$ cat src/rtl/bcd_scan_counter.sv
// Multi-digit BCD up/down counter with a time-multiplexed digit scanner.
// Feeds a 7-segment decoder via scan_bcd and drives active-low digit enables.
module bcd_scan_counter #(
    parameter int unsigned DIGITS   = 4,
    parameter int unsigned SCAN_DIV = 1000
) (
    input  logic                  clk,
    input  logic                  rst_n,
    input  logic                  clr,
    input  logic                  load,
    input  logic [4*DIGITS-1:0]   load_val,
    input  logic                  en,
    input  logic                  up_dn,
    output logic [4*DIGITS-1:0]   count,
    output logic                  carry,
    output logic [3:0]            scan_bcd,
    output logic [DIGITS-1:0]     scan_sel
);

    localparam int unsigned CNT_W = 4 * DIGITS;
    localparam int unsigned DIV_W = (SCAN_DIV > 1) ? $clog2(SCAN_DIV) : 1;
    localparam int unsigned IDX_W = (DIGITS > 1) ? $clog2(DIGITS) : 1;

    logic [CNT_W-1:0]  r_count;
    logic              r_carry;
    logic [DIV_W-1:0]  r_div;
    logic [IDX_W-1:0]  r_idx;
    logic [3:0]        r_scan_bcd;
    logic [DIGITS-1:0] r_scan_sel;

    logic [CNT_W-1:0]  w_count_nxt;
    logic              w_carry_nxt;
    logic              w_chain;
    logic              w_div_tc;
    logic [IDX_W-1:0]  w_idx_nxt;
    logic [3:0]        w_scan_bcd_nxt;
    logic [DIGITS-1:0] w_scan_sel_nxt;

    // Next count: clear beats load beats count step; ripple spans all digits.
    always_comb begin
        w_count_nxt = r_count;
        w_carry_nxt = 1'b0;
        w_chain     = 1'b0;
        if (clr) begin
            w_count_nxt = '0;
        end else if (load) begin
            for (int i = 0; i < int'(DIGITS); i++) begin
                if (load_val[4*i +: 4] > 4'd9) begin
                    w_count_nxt[4*i +: 4] = 4'd0;
                end else begin
                    w_count_nxt[4*i +: 4] = load_val[4*i +: 4];
                end
            end
        end else if (en) begin
            w_chain = 1'b1;
            for (int i = 0; i < int'(DIGITS); i++) begin
                if (w_chain) begin
                    if (up_dn) begin
                        if (r_count[4*i +: 4] == 4'd9) begin
                            w_count_nxt[4*i +: 4] = 4'd0;
                        end else begin
                            w_count_nxt[4*i +: 4] = r_count[4*i +: 4] + 4'd1;
                            w_chain = 1'b0;
                        end
                    end else begin
                        if (r_count[4*i +: 4] == 4'd0) begin
                            w_count_nxt[4*i +: 4] = 4'd9;
                        end else begin
                            w_count_nxt[4*i +: 4] = r_count[4*i +: 4] - 4'd1;
                            w_chain = 1'b0;
                        end
                    end
                end
            end
            w_carry_nxt = w_chain;
        end
    end

    assign w_div_tc = (r_div == DIV_W'(SCAN_DIV - 1));

    always_ff @(posedge clk or negedge rst_n) begin
        if (!rst_n) begin
            r_div <= '0;
        end else if (w_div_tc) begin
            r_div <= '0;
        end else begin
            r_div <= r_div + DIV_W'(1);
        end
    end

    // Scan FSM state register: the state is the selected digit index.
    always_ff @(posedge clk or negedge rst_n) begin
        if (!rst_n) begin
            r_idx <= '0;
        end else begin
            r_idx <= w_idx_nxt;
        end
    end

    always_comb begin
        w_idx_nxt = r_idx;
        if (w_div_tc) begin
            if (r_idx == IDX_W'(DIGITS - 1)) begin
                w_idx_nxt = '0;
            end else begin
                w_idx_nxt = r_idx + IDX_W'(1);
            end
        end
    end

    // Scan outputs come from next-state index and next-state count together.
    always_comb begin
        w_scan_bcd_nxt = 4'd0;
        w_scan_sel_nxt = '1;
        for (int i = 0; i < int'(DIGITS); i++) begin
            if (w_idx_nxt == IDX_W'(i)) begin
                w_scan_bcd_nxt = w_count_nxt[4*i +: 4];
                w_scan_sel_nxt[i] = 1'b0;
            end
        end
    end

    always_ff @(posedge clk or negedge rst_n) begin
        if (!rst_n) begin
            r_count    <= '0;
            r_carry    <= 1'b0;
            r_scan_bcd <= 4'd0;
            r_scan_sel <= ~DIGITS'(1);
        end else begin
            r_count    <= w_count_nxt;
            r_carry    <= w_carry_nxt;
            r_scan_bcd <= w_scan_bcd_nxt;
            r_scan_sel <= w_scan_sel_nxt;
        end
    end

    assign count    = r_count;
    assign carry    = r_carry;
    assign scan_bcd = r_scan_bcd;
    assign scan_sel = r_scan_sel;

endmodule

$ cat config.mk
export PLATFORM = sky130hd
export DESIGN_NAME = bcd_scan_counter
export DESIGN_NICKNAME = d
export VERILOG_FILES = /design/src/rtl/bcd_scan_counter.sv
export SDC_FILE = /design/constraint.sdc
export NUM_CORES = 1
export LEC_CHECK = 0
export CAP_MARGIN = 20
export CORE_MARGIN = 2
export CORE_UTILIZATION = 45
export CTS_BUF_LIST = sky130_fd_sc_hd__clkbuf_8
export CTS_CLUSTER_DIAMETER = 30
export CTS_CLUSTER_SIZE = 12
export DETAILED_ROUTE_END_ITERATION = 10
export GPL_ROUTABILITY_DRIVEN = 0
export GPL_TIMING_DRIVEN = 0
export PLACE_DENSITY = 0.78
export SLEW_MARGIN = 0
export SYNTH_ARGS = -nofsm -noshare
export SYNTH_HDL_FRONTEND = slang
export SYNTH_SLANG_ARGS = --single-unit
$ cat constraint.sdc
create_clock -name clk -period 2.65 [get_ports clk]
set_input_delay 0.53 -clock clk [delete_from_list [all_inputs] [get_ports clk]]
set_output_delay 0.53 -clock clk [all_outputs]
set_load 0.05 [all_outputs]
==> results of run 1 <==
-- where the power goes --
part / internal [mW] / switching, mW
combinational: 0.139 / 0.219
sequential: 0.582 / 0.0235
clock: 0.181 / 0.212
-- flip-flops by register name, summed over array words and instances (netlist names) --
signal,flops
count,16
r_div,10
scan_bcd,4
scan_sel,4
r_idx,2
carry,1
-- repair_timing --
action	in CTS	in global routing
hold buffers	0	0
setup endpoints to repair	0	4
buffers inserted	0	2
resized for setup	0	13
-- metrics by stage --
step / setup WS, ps / utilization / setup TNS (ps) / area [µm²] / hold WS (ps)
after floorplan: 150 / - / 0 / 2690 / 234
after global placement: -178 / 0.553 / -472 / 3230 / 469
after detailed placement: -161 / 0.552 / -471 / 3230 / 481
after CTS: 69.1 / 0.567 / 0 / 3320 / 358
after global routing: 30.6 / 0.575 / 0 / 3370 / 392
final: 106 / 0.575 / 0 / 3370 / 324
-- cells in the mapped netlist (2+ instances only) --
cell type  number
o21ai_0        18
a31oi_1         6
a32o_1          2
ha_1           14
nor3b_1         5
a41o_1          2
nand3b_1        2
nor2_1         29
o221ai_1        2
dfrtp_1        34
dfstp_2         3
xor2_1          4
inv_1          23
a21oi_1        16
o21ai_1         2
a221oi_1        2
buf_2           4
o2111ai_1       4
buf_1           2
a211oi_1        3
and2_1          3
or3_1           2
o31ai_1         4
o211ai_1        5
nor3_1          3
xnor2_1         3
inv_2           2
a21boi_0        2
clkbuf_1        7
nand2b_1        3
and3b_1         3
a21o_1          4
nor2b_1         3
nand3_1        17
nand4_1         2
o311ai_0        3
o211a_1         2
a311oi_1        2
nand2_1        23
mux2i_1         4
and3_1          6
a22oi_1         3
o21a_1          2
-- area by class of cell --
cell class	count	area (µm²)	share of cell area
flip-flops and latches	37	933	0.277
repair buffers	47	460	0.137
well taps	75	93.8	0.0279
clock buffers	5	68.8	0.0204
clock inverters	3	17.5	0.00520
multi-input cells	234	1630	0.484
plain buffers	14	67.6	0.0201
inverters	25	93.8	0.0279
-- worst max path at each step --
stage / to / slack [ps]
finish: scan_bcd[2] / 110
detailed placement: scan_bcd[2] / -160
CTS: scan_bcd[3] / 70
global placement: scan_bcd[2] / -180
global route: scan_bcd[2] / 30
floorplan: scan_bcd[2] / 150
-- cell families (layout without fill, tap and decap cells) --
kind of cell,after synthesis,after routing,share of synthesized area
XOR/XNOR,7,7,0.0228
adder cells (fa/ha/maj),14,14,0.0651
buffers and inverters,39,94,0.0577
AO/OA/AOI/OAI,94,94,0.247
multiplexers,5,5,0.0233
flip-flops,37,37,0.346
AND/OR/NAND/NOR,114,114,0.239
-- routing by layer --
layer	wire length [µm]	global-route usage	up-vias	part of all wire
li1	-	-	1249	-
met3	445	0.0467	17	0.062
met4	172	0.0898	0	0.024
met1	3160	0.321	1240	0.44
met5	0	0	-	0
met2	3410	0.366	113	0.47
==> impl_metrics.tcl, run 1 <==
set metrics [dict create \
    grt_max_degree 38 \
    grt.total_usage 0.235 \
    io_pins 47 \
    holdCritPathClass "in2async" \
    crit_path_cell_trace "clkdlybuf4s50_1 -> inv_2 -> mux4_2 -> o211a_1 -> or3_4 -> a221oi_2" \
    fin_nets 400 \
    crit_family "buffers and inverters" \
    drc_errors 0 \
    timing.rr.start "count[4]" \
    irDropWorstVdd_uv 269 \
    clk_pin_slew_worst_paths_ps 80 \
    core_um2 5850 \
    clk_root_buffer_cell "clkbuf_8" \
    start_util 0.460 \
    syn_nets 346 \
    instances_no_fill 440 \
    final.fill_count 527 \
    syn2layout_area_growth_pct 25.1 \
    yosysWarnings 0 \
    ys_seq_elements 37 \
    outcome "completed" \
    wl_per_cell_um 16.3 \
    synthTopCellsByArea "dfrtp_1, ha_1, nor2_1, o21ai_0, inv_1" \
    drt-total-wl_um 7180 \
    cts_buffers 5 \
    crit_buf_inv 2 \
    clockBufferDepth 2 \
    die_area_um2 6610 \
    dp_hpwl_um 5360 \
    synth_cell_types 68 \
    period_minus_slack_ps 2540 \
    totalPowerFinal_mw 1.36 \
    num_rows 28 \
    power_leakage_nw 1.45 \
    netlist_area_um2 2690 \
    cp.depth 6 \
    required_ps 2850 \
    critPathLaunchType "primary input" \
    placedCellCount 430 \
    rrSetupSlack_ps 160 \
    maxCapViolations 0 \
    skew_ps 11.8 \
    finalHoldViolCount 0 \
    via_count 2619 \
    htree_levels 2 \
    setup_violations 0 \
    cp-end-kind "register" \
    die_y_um 81.3 \
    antenna_found_initial 0 \
    final_cell_mix "clkdlybuf4s50_1, dfrtp_1, nor2_1, inv_1, nand2_1" \
    clock-sinks 37 \
    layout.cells.most_common "clkdlybuf4s50_1" \
    cts_tree "yes" \
    drtPass1Iterations 5 \
    rsz0062_at_grt "false" \
    grt-ovfl-total 0 \
    synth_top_cell_by_area "dfrtp_1" \
    synthFlopType "dfrtp_1" \
    drt_iter0_drc 171 \
    clk_latency_ps 300 \
    ys_async_sr_fraction 1.00 \
    path_class "in2reg" \
    yosysTopAreaCellShare 0.316 \
    fmax_ghz 0.393 \
    finalCritPeriodShare 0.960 \
    grt_pass1_vias 2498 \
    r2r_end "scan_bcd[2]" \
    reg2reg_depth 8 \
    tightest_slew_ps 818 \
    drive_gt1_frac 0.115 \
    slew_headroom 0.455 \
    synth_cells 310 \
    antenna-diode-count 0 \
    yosysSeqAreaShare 0.346 \
    viasPerCell 5.95 \
    avgSynthCellArea_um2 8.68 \
    cp_max_fo 9 \
    worst_path_max_delay_cell "mux4_2" \
    die_w_um 81.3 \
    p_per_area_nw_per_um2 403 \
    numPortBuffers 45 \
    worstPathArrival_ps 2740 \
    slowest_delay_ps 560 \
    synth_edf_count 0 \
    grt_first_pass_wirelength_um 11900 \
    slew_viol_final 0 \
    antenna_left 0 \
    crit_start "up_dn" \
]
Note: power is estimated with default switching activity, not from simulation.
==> run 2: changes to the inputs <==
--- a/config.mk
+++ b/config.mk
@@ -10,7 +10,7 @@
 export CORE_UTILIZATION = 45
 export CTS_BUF_LIST = sky130_fd_sc_hd__clkbuf_8
 export CTS_CLUSTER_DIAMETER = 30
-export CTS_CLUSTER_SIZE = 12
+export CTS_CLUSTER_SIZE = 24
 export DETAILED_ROUTE_END_ITERATION = 10
 export GPL_ROUTABILITY_DRIVEN = 0
 export GPL_TIMING_DRIVEN = 0
==> results of run 2 <==
No change in the layout: final DEF, timing and power equal those of run 1.
==> run 3: changes to the inputs <==
--- a/config.mk
+++ b/config.mk
@@ -14,6 +14,7 @@
 export DETAILED_ROUTE_END_ITERATION = 10
 export GPL_ROUTABILITY_DRIVEN = 0
 export GPL_TIMING_DRIVEN = 0
+export HOLD_SLACK_MARGIN = 0.06
 export PLACE_DENSITY = 0.78
 export SLEW_MARGIN = 0
 export SYNTH_ARGS = -nofsm -noshare
==> results of run 3 <==
No change in the layout: final DEF, timing and power equal those of run 1.
